### src/rtl/seg_scan_driver.sv
// seg_scan_driver: multiplexed 7-segment display scanner.
// One digit is driven per scan tick. Inputs are latched into shadow registers
// at the frame wrap so that a frame always shows one coherent value. Features:
// leading-zero suppression, per-digit blink, 16-step PWM brightness and
// output polarity selection.
module seg_scan_driver #(
   parameter int CLK_HZ          = 50_000_000,
   parameter int SCAN_HZ         = 1000,
   parameter int DIGITS          = 6,
   parameter int BLINK_HZ        = 2,
   parameter bit SEG_ACTIVE_LOW  = 1'b1,
   parameter bit DIG_ACTIVE_LOW  = 1'b0,
   localparam int SW = (DIGITS > 1) ? $clog2(DIGITS) : 1
) (
   input  logic                clk,
   input  logic                rst_n,
   input  logic [4*DIGITS-1:0] data_in,
   input  logic [DIGITS-1:0]   point,
   input  logic [DIGITS-1:0]   blink,
   input  logic                lz_en,
   input  logic [3:0]          bright,
   output logic [7:0]          seg,
   output logic [SW-1:0]       sel,
   output logic [DIGITS-1:0]   dig_en,
   output logic                frame_done
);

   localparam int TICK_DIV = CLK_HZ / SCAN_HZ;
   localparam int CW       = $clog2(TICK_DIV);
   localparam int HALF     = SCAN_HZ / (2 * BLINK_HZ);
   localparam int BW       = (HALF > 1) ? $clog2(HALF) : 1;

   localparam logic [CW-1:0]     CNT_LAST = CW'(TICK_DIV - 1);
   localparam logic [BW-1:0]     BLK_LAST = BW'(HALF - 1);
   localparam logic [SW-1:0]     IDX_LAST = SW'(DIGITS - 1);
   localparam logic [7:0]        SEG_OFF  = SEG_ACTIVE_LOW ? 8'hFF : 8'h00;
   localparam logic [DIGITS-1:0] DIG_OFF  = DIG_ACTIVE_LOW ? {DIGITS{1'b1}} : {DIGITS{1'b0}};

   // Active-high gfedcba pattern for one nibble.
   function automatic logic [6:0] decode7(input logic [3:0] nib);
      case (nib)
         4'h0:    decode7 = 7'h3F;
         4'h1:    decode7 = 7'h06;
         4'h2:    decode7 = 7'h5B;
         4'h3:    decode7 = 7'h4F;
         4'h4:    decode7 = 7'h66;
         4'h5:    decode7 = 7'h6D;
         4'h6:    decode7 = 7'h7D;
         4'h7:    decode7 = 7'h07;
         4'h8:    decode7 = 7'h7F;
         4'h9:    decode7 = 7'h6F;
         4'hA:    decode7 = 7'h40;   // minus
         4'hB:    decode7 = 7'h79;   // E
         4'hC:    decode7 = 7'h50;   // r
         4'hD:    decode7 = 7'h76;   // H
         4'hE:    decode7 = 7'h39;   // C
         4'hF:    decode7 = 7'h00;   // blank
         default: decode7 = 7'h00;
      endcase
   endfunction

   logic [CW-1:0]       cnt_r;
   logic [SW-1:0]       idx_r;
   logic [3:0]          pwm_r;
   logic [BW-1:0]       blk_cnt_r;
   logic                phase_r;
   logic                frame_done_r;
   logic [4*DIGITS-1:0] data_sh_r;
   logic [DIGITS-1:0]   point_sh_r;
   logic [DIGITS-1:0]   blink_sh_r;
   logic                lz_sh_r;
   logic [3:0]          bright_sh_r;
   logic [7:0]          seg_r;
   logic [SW-1:0]       sel_r;
   logic [DIGITS-1:0]   dig_en_r;

   logic                tick_s;
   logic                wrap_s;
   logic [SW-1:0]       rev_s;
   logic [3:0]          nib_s;
   logic                pt_s;
   logic                bl_s;
   logic                zero_run_s;
   logic                blank_lz_s;
   logic [7:0]          seg_int_s;
   logic [DIGITS-1:0]   dig_int_s;

   assign tick_s = (cnt_r == CNT_LAST);
   assign wrap_s = tick_s & (idx_r == IDX_LAST);

   // Prescaler: free-running 0..TICK_DIV-1 count, tick on the last value.
   always_ff @(posedge clk or negedge rst_n) begin
      if (!rst_n) begin
         cnt_r <= {CW{1'b0}};
      end else if (tick_s) begin
         cnt_r <= {CW{1'b0}};
      end else begin
         cnt_r <= cnt_r + CW'(1);
      end
   end

   // Digit index advances per tick; frame_done marks the wrap tick.
   always_ff @(posedge clk or negedge rst_n) begin
      if (!rst_n) begin
         idx_r        <= {SW{1'b0}};
         frame_done_r <= 1'b0;
      end else begin
         frame_done_r <= wrap_s;
         if (wrap_s) begin
            idx_r <= {SW{1'b0}};
         end else if (tick_s) begin
            idx_r <= idx_r + SW'(1);
         end
      end
   end

   // PWM phase counter for brightness, one step per clock.
   always_ff @(posedge clk or negedge rst_n) begin
      if (!rst_n) begin
         pwm_r <= 4'h0;
      end else begin
         pwm_r <= pwm_r + 4'h1;
      end
   end

   // Blink phase toggles after every HALF ticks.
   always_ff @(posedge clk or negedge rst_n) begin
      if (!rst_n) begin
         blk_cnt_r <= {BW{1'b0}};
         phase_r   <= 1'b0;
      end else if (tick_s) begin
         if (blk_cnt_r == BLK_LAST) begin
            blk_cnt_r <= {BW{1'b0}};
            phase_r   <= ~phase_r;
         end else begin
            blk_cnt_r <= blk_cnt_r + BW'(1);
         end
      end
   end

   // Shadow copy of all display inputs, refreshed only at the frame wrap.
   always_ff @(posedge clk or negedge rst_n) begin
      if (!rst_n) begin
         data_sh_r   <= {(4*DIGITS){1'b1}};
         point_sh_r  <= {DIGITS{1'b0}};
         blink_sh_r  <= {DIGITS{1'b0}};
         lz_sh_r     <= 1'b0;
         bright_sh_r <= 4'hF;
      end else if (wrap_s) begin
         data_sh_r   <= data_in;
         point_sh_r  <= point;
         blink_sh_r  <= blink;
         lz_sh_r     <= lz_en;
         bright_sh_r <= bright;
      end
   end

   // Pick the shown digit's shadow fields (digit 0 is the most significant
   // nibble / highest bit) and check whether it lies in a leading-zero run.
   always_comb begin
      rev_s      = IDX_LAST - idx_r;
      nib_s      = data_sh_r[{rev_s, 2'b00} +: 4];
      pt_s       = point_sh_r[rev_s];
      bl_s       = blink_sh_r[rev_s];
      zero_run_s = 1'b1;
      for (int k = 0; k < DIGITS; k++) begin
         zero_run_s = zero_run_s &
                      ((SW'(k) > idx_r) | (data_sh_r[4*(DIGITS-1-k) +: 4] == 4'h0));
      end
      blank_lz_s = lz_sh_r & zero_run_s & (idx_r != IDX_LAST);
   end

   // Active-high segment pattern and digit drive before polarity.
   always_comb begin
      if (bl_s && phase_r) begin
         seg_int_s = 8'h00;
      end else if (blank_lz_s) begin
         seg_int_s = {pt_s, 7'h00};
      end else begin
         seg_int_s = {pt_s, decode7(nib_s)};
      end
      dig_int_s = {DIGITS{1'b0}};
      if (pwm_r <= bright_sh_r) begin
         dig_int_s[idx_r] = 1'b1;
      end else begin
         dig_int_s = {DIGITS{1'b0}};
      end
   end

   // Output registers; polarity is applied only here.
   always_ff @(posedge clk or negedge rst_n) begin
      if (!rst_n) begin
         seg_r    <= SEG_OFF;
         sel_r    <= {SW{1'b0}};
         dig_en_r <= DIG_OFF;
      end else begin
         seg_r    <= SEG_ACTIVE_LOW ? ~seg_int_s : seg_int_s;
         sel_r    <= idx_r;
         dig_en_r <= DIG_ACTIVE_LOW ? ~dig_int_s : dig_int_s;
      end
   end

   assign seg        = seg_r;
   assign sel        = sel_r;
   assign dig_en     = dig_en_r;
   assign frame_done = frame_done_r;

endmodule

### config.mk
export PLATFORM = sky130hd
export DESIGN_NAME = seg_scan_driver
export DESIGN_NICKNAME = d
export VERILOG_FILES = /design/src/rtl/seg_scan_driver.sv
export SDC_FILE = /design/constraint.sdc
export NUM_CORES = 1
export LEC_CHECK = 0
export BUFFER_PORTS_ARGS = -buffer_cell sky130_fd_sc_hd__clkbuf_2
export CAP_MARGIN = 10
export CORE_MARGIN = 2
export CORE_UTILIZATION = 36
export CTS_CLUSTER_SIZE = 10
export DETAILED_ROUTE_END_ITERATION = 7
export GPL_TIMING_DRIVEN = 0
export PLACE_DENSITY_LB_ADDON = 0.25
export SLEW_MARGIN = 20
export SYNTH_ARGS = -nofsm -noshare
export SYNTH_HDL_FRONTEND = slang
export SYNTH_SLANG_ARGS = --single-unit
export TNS_END_PERCENT = 1
### constraint.sdc
create_clock -name clk -period 3.65 [get_ports clk]
set_input_delay 0.365 -clock clk [delete_from_list [all_inputs] [get_ports clk]]
set_output_delay 0.365 -clock clk [all_outputs]
set_load 0.005 [all_outputs]
==> impl_metrics.json, run 1 <==
{
  "insertion_delay_ns": 0.35,
  "setup_viol": 0,
  "grt_pass1_vias": 2999,
  "areaGrowthSynthToFinish_pct": 17.9,
  "syn_area_per_cell_um2": 12.1,
  "firstDrtPassIters": 4,
  "drcViolationCount": 0,
  "yosysWarnings": 0,
  "crit_arrival_ns": 3.42,
  "min_period_ns": 3.19,
  "dpl_cell_area_um2": 4920,
  "slowest_stage": "dfrtp_1",
  "synthSimpleGateAreaFrac": 0.126,
  "slew_headroom": 0.505,
  "cpPeakStageDelay_ns": 0.47,
  "drv_slew": 0,
  "r2r_start": "idx_r[1]",
  "power_mw": 1.97,
  "routed_wl_mm": 9.04,
  "cp.buffers_inverters": 4,
  "avgViaCountPerCell": 5.11,
  "r2r_slack_ns": 0.46,
  "status": "completed",
  "hold_violations": 0,
  "grt_first_pass_wirelength_mm": 15.3,
  "cpLargestDelayFamily": "buffers and inverters",
  "clockRootBuffer": "clkbuf_16",
  "worst_pin_slew_ns": 0.736,
  "synthFlopType": "dfrtp_1",
  "p_per_area_nw_per_um2": 378,
  "fin_area_um2": 5230,
  "holdBufCountCts": 0,
  "synth.net_count": 430,
  "wl_per_cell_um": 15.4,
  "period_share": 0.874,
  "num_antenna_cells": 0,
  "start_kind": "register",
  "drtIter0Drc": 178,
  "die-area_um2": 13200,
  "crit_path_end": "seg[1]",
  "io_pins": 61,
  "maxCapViolCount": 0,
  "cts-buffers-inserted": 9,
  "hold_ws_ns": 0.0377,
  "initial_core_util": 0.369,
  "async_flop_share": 1.00,
  "final_common_cell": "clkbuf_2",
  "synth_edf_count": 0,
  "netlist_area_um2": 4430,
  "syn_inst": 366,
  "portBuffers": 60,
  "antenna_left": 0,
  "cts_resized": 0,
  "skew_ns": 0.00845,
  "cts_tree": "done",
  "synthAdderAreaFrac": 0.0593,
  "fp.coreArea_um2": 12000,
  "final_util": 0.435,
  "die_w_um": 115,
  "startpoint": "idx_r[1]",
  "fmax_mhz": 314,
  "antenna_found_initial": 0,
  "htreeDepth": 3,
  "nets": 501,
  "muxShareOfSynthArea": 0.144,
  "setup.worst_path.class": "reg -> reg",
  "vdd_drop_max_mv": 0.181,
  "synth-xor-area-share": 0.0375,
  "synth_top_family_by_area": "multiplexers",
  "grt_max_degree": 92,
  "min_path_type": "in -> async",
  "place_hpwl_mm": 6.47,
  "rows": 40,
  "path_cells": "clkbuf_2, inv_1, ha_1, clkbuf_1, or2_2, o22ai_1, o21bai_2, inv_1, ha_1, nor2_1, o311ai_0",
  "reg2reg_depth": 11,
  "grtUsageTotal": 0.152,
  "gp_congestion": 0.806,
  "drive_above_1_share": 0.389,
  "rsz0062_at_grt": "no",
  "clk_pin_slew_worst_paths_ns": 0.07,
  "die_y_um": 115,
  "gr-total-overflow": 0,
  "synth_seq_cells": 91,
  "final_cell_mix": "clkbuf_2, dfrtp_1, mux2_2, dfstp_2, nand2_1",
  "cellLeakagePower_nw": 2.43,
  "reg2reg_to": "seg[1]",
  "synth_compound_area_frac": 0.0779,
  "postCtsSetupBuffers": 0,
  "cp-end-kind": "register",
  "numClockSinks": 91,
  "seq_area_frac_synth": 0.524,
  "cp_num_cells": 11,
  "cts_max_path_buffers": 2,
  "crit_fanout": 10,
  "fin_setup_tns_ns": 0,
  "ys_types": 53,
  "vias": 3008,
  "required_ns": 3.88
}
-- registers in the layout (all words and copies together), names as in the netlist --
register and count:
idx_r 3, lz_sh_r 1, bright_sh_r 4, data_sh_r 24, blk_cnt_r 8, phase_r 1
sel 3, frame_done 1, point_sh_r 6, dig_en 6, pwm_r 4, blink_sh_r 6
cnt_r 16, seg 8
-- cell families after synthesis --
family	count (synthesis)
compound gates	52
xor+xnor	19
fa+ha+maj	21
buf+inv	28
flops	91
mux	55
simple gates	100
-- Yosys cell counts (all sizes together), types with 3 or more instances --
cell    number  share of area
dfrtp       55           0.31
mux2        41           0.10
dfstp       36           0.21
nand2       23          0.019
ha          21          0.059
nor2        21          0.019
o21ai       19          0.022
inv         15          0.013
nand3       13          0.015
buf         11          0.017
mux2i       11          0.025
xnor2       10          0.020
xor2         9          0.018
a21oi        7         0.0079
nand4        6          0.012
nor3         6         0.0068
nor2b        5         0.0071
nor4         5         0.0071
o21a         5         0.0085
a211oi       4         0.0068
nor3b        4         0.0068
and2         3         0.0042
and3         3         0.0042
mux4         3          0.015
-- worst reg2reg max path: stages (launching register included) --
cell	delay, ns
dfrtp_1	0.47
clkbuf_2	0.30
inv_1	0.14
ha_1	0.30
clkbuf_1	0.20
or2_2	0.39
o22ai_1	0.12
o21bai_2	0.24
inv_1	0.17
ha_1	0.35
nor2_1	0.06
o311ai_0	0.34
-- where the power goes --
| part | internal [mW] | leakage (nW) | switching (mW) |
|---|---|---|---|
| Sequential | 1.01 | 1.12 | 0 |
| Clock | 0.526 | 0.148 | 0.395 |
| Combinational | 0.0169 | 1.16 | 0.0255 |
-- metal layers --
layer,vias to the layer above,routed length (µm),GRT usage
met3,12,377,0.0295
met5,-,0,0
met2,61,3930,0.211
met1,1493,4520,0.223
met4,0,213,0.0787
li1,1442,-,-
-- worst min-delay path by stage --
| stage | start | end |
|---|---|---|
| 6_report | rst_n | cnt_r[9] |
| 5_1_grt | rst_n | cnt_r[9] |
| 4_1_cts | rst_n | cnt_r[9] |
| 3_5_place_dp | idx_r[0] | sel[0] |
| 3_3_place_gp | idx_r[0] | sel[0] |
| 2_1_floorplan | rst_n | blink_sh_r[0] |
-- metrics by stage --
step | setup slack (ns) | instances
floorplan | 0.883 | 366
CTS | 0.234 | 589
global route | 0.209 | 589
finish | 0.461 | 589
detailed placement | 0.263 | 573
global placement | 0.283 | 573
-- cell type report --
class	count	area (µm²)
Buffer	13	83.8
Clock inverter	4	31.3
Inverter	15	56.3
Multi-Input combinational cell	247	1970
Sequential cell	91	2320
Clock buffer	12	268
Timing Repair Buffer	60	309
Fill cell	1143	6790
Tap cell	147	184
Power figures use the tool's default switching activity.
==> inputs of run 2 (changes only) <==
ABC_AREA = 1   (was unset)
==> run 2 against run 1 <==
Register-to-register slack worse by 0.06 ns; total power rose by 6.4%; via count grew 24%; highest routed layer unchanged.
==> impl_metrics.json, run 2 <==
{
  "synth_most_common_cell": "nand2_1",
  "place_ws_ns": 0.366,
  "top_register": "data_sh_r",
  "synth_edf_count": 0,
  "synthFlopType": "dfrtp_1",
  "htreeDepth": 3,
  "yosys.area.top_type_share": 0.298,
  "yosysWarnings": 0,
  "holdBufCountCts": 0,
  "async_flop_share": 1.00,
  "syn_inst": 570,
  "grt_pass1_vias": 3776,
  "required_ns": 3.90,
  "synth_area_leaders": "dfrtp_1, dfstp_2, nand2_1, ha_1, nand3_1",
  "die_w_um": 117,
  "fin_setup_tns_ns": 0,
  "largest_reg_flops": 24,
  "routed_wl_mm": 10.2,
  "vdd_drop_max_mv": 0.247,
  "grt_max_degree": 92,
  "setup_ws_ns": 0.399,
  "placed_cells": 802,
  "setup_viol": 0,
  "min_period_ns": 3.25,
  "postCtsSetupBuffers": 0,
  "initial_core_util": 0.368,
  "cpPeakStageDelay_ns": 0.45,
  "vias": 3728,
  "maxCapViolCount": 0,
  "reg2reg_depth": 15,
  "cts_max_path_buffers": 2,
  "avgViaCountPerCell": 4.56,
  "slew_headroom": 0.527,
  "top_regs": "data_sh_r: 24 flops, cnt_r: 16 flops",
  "wl_per_cell_um": 12.5,
  "synth.net_count": 634,
  "areaGrowthSynthToFinish_pct": 18.7,
  "synth_seq_cells": 91,
  "worst_pin_slew_ns": 0.704,
  "setup.worst_path.class": "reg -> reg",
  "cts-buffers-inserted": 9,
  "start_kind": "register",
  "drcViolationCount": 0,
  "antenna_found_initial": 0,
  "drv_slew": 0,
  "netlist_area_um2": 4630,
  "drtIter0Drc": 250,
  "portBuffers": 60,
  "nets": 705,
  "final_cell_count_no_fill": 818,
  "fin_area_um2": 5490,
  "firstDrtPassIters": 5,
  "dpl_cell_area_um2": 5150,
  "die_y_um": 117,
  "cts_tree": "done",
  "fmax_mhz": 308,
  "grtUsageTotal": 0.159,
  "status": "completed",
  "insertion_delay_ns": 0.34,
  "fp.coreArea_um2": 12600,
  "hold_violations": 0,
  "clockRootBuffer": "clkbuf_16",
  "period_share": 0.891,
  "rows": 41,
  "cellLeakagePower_nw": 2.81,
  "cp-end-kind": "register",
  "final_cell_mix": "nand2_1, clkbuf_2, inv_1, dfrtp_1, nor2_1",
  "p_per_area_nw_per_um2": 382,
  "crit_fanout": 11,
  "grt_first_pass_wirelength_mm": 17.9,
  "slowest_stage": "dfrtp_1",
  "final_common_cell": "nand2_1",
  "drive_above_1_share": 0.200,
  "synth_commonest_cells": "nand2_1, inv_1, dfrtp_1",
  "num_antenna_cells": 0,
  "hold_ws_ns": 0.0711,
  "seq_area_frac_synth": 0.502,
  "place_hpwl_mm": 7.55,
  "skew_ns": 0.0121,
  "die-area_um2": 13800,
  "synth_top_area_cell": "dfrtp_1",
  "gp_congestion": 0.835,
  "gr-total-overflow": 0,
  "antenna_left": 0,
  "io_pins": 61,
  "syn_area_per_cell_um2": 8.12,
  "clk_pin_slew_worst_paths_ns": 0.07,
  "path_cells": "buf_2, clkinvlp_4, ha_1, clkbuf_1, nor2_1, inv_1, nor2_1, o21ai_0, nand2_1, inv_1, ha_1, inv_1, nand3_1, nand3_1, nand3_1",
  "rsz0062_at_grt": "no",
  "cts_resized": 0,
  "min_path_type": "in -> async",
  "numClockSinks": 91,
  "crit_arrival_ns": 3.50,
  "ys_types": 32
}
[run 2: cell types whose count changed in the layout (fill, tap and decap cells not counted), sizes merged, moves of 8 or more]
cell,before,now
nand2,23,200
inv,16,59
mux2,41,0
nand3,13,48
nor2,21,49
o21ai,19,31
mux2i,11,0
xnor2,10,2
[run 2: metal layers]
layer	routed length, µm	global-route usage	part of all wire	up-vias
met5	0	0	0	-
met4	143	0.0512	0.014	0
met3	349	0.0345	0.034	12
met2	4760	0.253	0.47	64
met1	4930	0.216	0.48	1719
li1	-	-	-	1933
[run 2: logic make-up (layout without fill, tap and decap cells)]
family / after synthesis / in the layout / synth area share
XOR/XNOR: 16 / 16 / 0.0303
AND/OR/NAND/NOR: 315 / 315 / 0.280
flip-flops: 91 / 91 / 0.502
buffers and inverters: 79 / 155 / 0.0730
AO/OA/AOI/OAI: 48 / 48 / 0.0579
adder cells (fa/ha/maj): 21 / 21 / 0.0568
[run 2: power by group]
part | leakage, nW | total, mW | switching (mW) | internal (mW)
Sequential | 1.06 | 1.01 | 0 | 1.01
Combinational | 1.60 | 0.0417 | 0.0252 | 0.0165
Clock | 0.160 | 1.05 | 0.379 | 0.669
[run 2: per-stage QoR]
stage	power, mW	util
after global placement	1.07	0.409
after global routing	2.17	0.437
final	2.10	0.437
after detailed placement	1.07	0.410
after CTS	2.13	0.436
after floorplan	1.03	-
[run 2: area by class of cell]
type / count / area [µm²]
flip-flops and latches: 91 / 2320
fillers: 1270 / 7080
clock buffers: 11 / 233
repair buffers: 60 / 309
clock inverters: 5 / 103
inverters: 63 / 243
well taps: 172 / 215
plain buffers: 16 / 98.8
multi-input cells: 400 / 1970
[run 2: worst max-delay path: cells and delay by family (launching register included)]
kind / cells / cell delay (ns)
AND/OR/NAND/NOR: 6 / 0.82
flip-flops: 1 / 0.45
buffers and inverters: 6 / 1.08
adder cells (fa/ha/maj): 2 / 0.68
AO/OA/AOI/OAI: 1 / 0.09
[run 2: path summary, 6_finish.rpt]
check                           slack, ns        from             to
worst max-delay path                 0.40    idx_r[1]         seg[4]
worst min-delay path                 0.07       rst_n       cnt_r[9]
worst max register to register       0.40    idx_r[1]         seg[4]
worst min register to register       0.45    idx_r[0]         sel[0]
max in group asynchronous            3.07       rst_n  point_sh_r[0]
min in group clk                     0.20  data_in[0]   data_sh_r[0]
==> inputs of run 3 (changes only) <==
ABC_AREA = unset   (was 1)
BUFFER_PORTS_ARGS = -buffer_cell sky130_fd_sc_hd__buf_2   (was -buffer_cell sky130_fd_sc_hd__clkbuf_2)
==> run 3 against run 2 <==
Register-to-register slack about the same; critical path depth down 3; total power down 9.1%; non-clock buffer count down 1; sequential power about the same; final cell count down 28%; largest cell class unchanged; largest power group is now sequential cells; highest routed layer unchanged.
==> impl_metrics.json, run 3 (synthesis gave the netlist of run 1 again) <==
{
  "status": "completed",
  "initial_core_util": 0.369,
  "routed_wl_mm": 9.02,
  "rows": 40,
  "top_register": "data_sh_r",
  "num_antenna_cells": 0,
  "hold_path_end": "bright_sh_r[2]",
  "die_y_um": 115,
  "gr-total-overflow": 0,
  "place_hpwl_mm": 6.61,
  "htreeDepth": 3,
  "r2r_start": "idx_r[1]",
  "fin_setup_tns_ns": 0,
  "fmax_mhz": 308,
  "highest-signal-layer": "met4",
  "m1WireLength_mm": 4.56,
  "rsz0062_at_grt": "no",
  "clk_pin_slew_worst_paths_ns": 0.06,
  "drcViolationCount": 0,
  "worst_pin_slew_ns": 0.737,
  "grt_max_degree": 73,
  "insertion_delay_ns": 0.34,
  "grt_pass1_vias": 3014,
  "antenna_found_initial": 0,
  "nets": 503,
  "grt_first_pass_wirelength_mm": 15.2,
  "wl_met2_mm": 3.98,
  "p_clk_frac": 0.446,
  "top_regs": "data_sh_r: 24 flops, cnt_r: 16 flops",
  "firstDrtPassIters": 4,
  "numClockSinks": 91,
  "gp_congestion": 0.796,
  "crit_fanout": 10,
  "antenna_left": 0,
  "period_share": 0.888,
  "maxCapViolCount": 0,
  "postCtsSetupBuffers": 0,
  "reg2reg_depth": 12,
  "fp.coreArea_um2": 12000,
  "r2r_slack_ns": 0.41,
  "wl_per_cell_um": 15.3,
  "p_sw_frac": 0.215,
  "final_cell_mix": "buf_2, dfrtp_1, mux2_2, dfstp_2, nand2_1",
  "regArea_um2": 2320,
  "hold_violations": 0,
  "p_seq_frac": 0.530,
  "min_path_type": "in -> reg",
  "cp-end-kind": "register",
  "p_per_area_nw_per_um2": 365,
  "cts_tree": "done",
  "min_period_ns": 3.24,
  "p_comb_frac": 0.025,
  "power_switching_mw": 0.411,
  "avgViaCountPerCell": 5.08,
  "drtIter0Drc": 209,
  "portBuffers": 60,
  "intPower_mw": 1.50,
  "final_common_cell": "buf_2",
  "areaGrowthSynthToFinish_pct": 18.1,
  "vdd_drop_max_mv": 0.183,
  "clockRootBuffer": "clkbuf_16",
  "multi_input_area_um2": 1970,
  "cts_max_path_buffers": 2,
  "whs_path_depth": 3,
  "cellLeakagePower_nw": 2.42,
  "skew_ns": 0.0112,
  "setup.worst_path.class": "reg -> reg",
  "slew_headroom": 0.505,
  "crit_arrival_ns": 3.49,
  "drive_above_1_share": 0.387,
  "final_cell_count_no_fill": 591,
  "die_w_um": 115,
  "cts-buffers-inserted": 9,
  "start_kind": "register",
  "die-area_um2": 13200,
  "largest_reg_flops": 24,
  "setup_viol": 0,
  "io_pins": 61,
  "required_ns": 3.90,
  "drv_slew": 0,
  "reg2reg_to": "seg[5]",
  "placed_cells": 574,
  "min_from": "bright[2]",
  "hold_ws_ns": 0.237,
  "fillers": 1142,
  "vias": 3000,
  "grtUsageTotal": 0.148,
  "wl_met3_um": 290
}
run 3: changes by cell type in the layout (fill, tap and decap cells not counted), sizes merged, moves of 28 or more:
| cell | previous run | this run |
|---|---|---|
| inv | 59 | 17 |
| nor2 | 49 | 21 |
| nand2 | 200 | 23 |
| mux2 | 0 | 41 |
| clkbuf | 75 | 13 |
| buf | 12 | 72 |
| nand3 | 48 | 13 |
run 3: repair_timing:
action	CTS	global route
endpoints found under the setup margin	0	4
resized for setup	0	2
endpoints found under the hold margin	16	0
hold buffers	1	0
run 3: cell type report:
cell class	instances	share of cell area
Buffer	13	0.0160
Sequential cell	91	0.444
Timing Repair Buffer	62	0.0658
Tap cell	147	0.0352
Inverter	15	0.0108
Multi-Input combinational cell	247	0.377
Clock inverter	5	0.00741
Clock buffer	11	0.0445
run 3: power groups by stage:
stage / logic [mW] / clock network [mW] / registers (mW)
after floorplan: 0.000383 / 0 / 1.03
after global placement: 0.0436 / 0 / 1.03
after detailed placement: 0.0488 / 0 / 1.03
after CTS: 0.0497 / 0.886 / 1.01
after global routing: 0.0543 / 0.926 / 1.01
final: 0.0473 / 0.851 / 1.01
run 3: through the flow:
stage	power [mW]	utilization	cell area [µm²]	setup slack, ns
6_report	1.91	0.436	5230	0.408
5_1_grt	1.99	0.436	5230	0.167
4_1_cts	1.95	0.436	5230	0.227
3_5_place_dp	1.08	0.412	4950	0.236
3_3_place_gp	1.07	0.409	4920	0.282
2_1_floorplan	1.03	-	4430	0.883
run 3: routing by layer:
metal / track usage / vias up
met4: 0.0707 / 0
met1: 0.217 / 1476
met5: 0 / -
met3: 0.0253 / 13
met2: 0.213 / 57
li1: - / 1454
run 3: worst max-delay path by stage:
stage	start	end	slack, ns	depth (start not counted)
finish	idx_r[1]	seg[5]	0.41	12
global route	idx_r[1]	seg[5]	0.17	12
CTS	idx_r[1]	seg[5]	0.23	12
detailed placement	idx_r[1]	seg[5]	0.24	12
global placement	idx_r[1]	seg[1]	0.28	11
floorplan	idx_r[1]	seg[1]	0.88	11
run 3: worst max-delay path, cell delays in order (launching register included):
cell,delay (ns)
dfrtp_1,0.47
clkbuf_2,0.30
inv_1,0.14
ha_1,0.30
clkbuf_1,0.20
or2_2,0.38
o22ai_1,0.12
o21bai_2,0.24
inv_1,0.17
ha_1,0.35
nor2_1,0.06
a211oi_1,0.27
o21ai_0,0.13
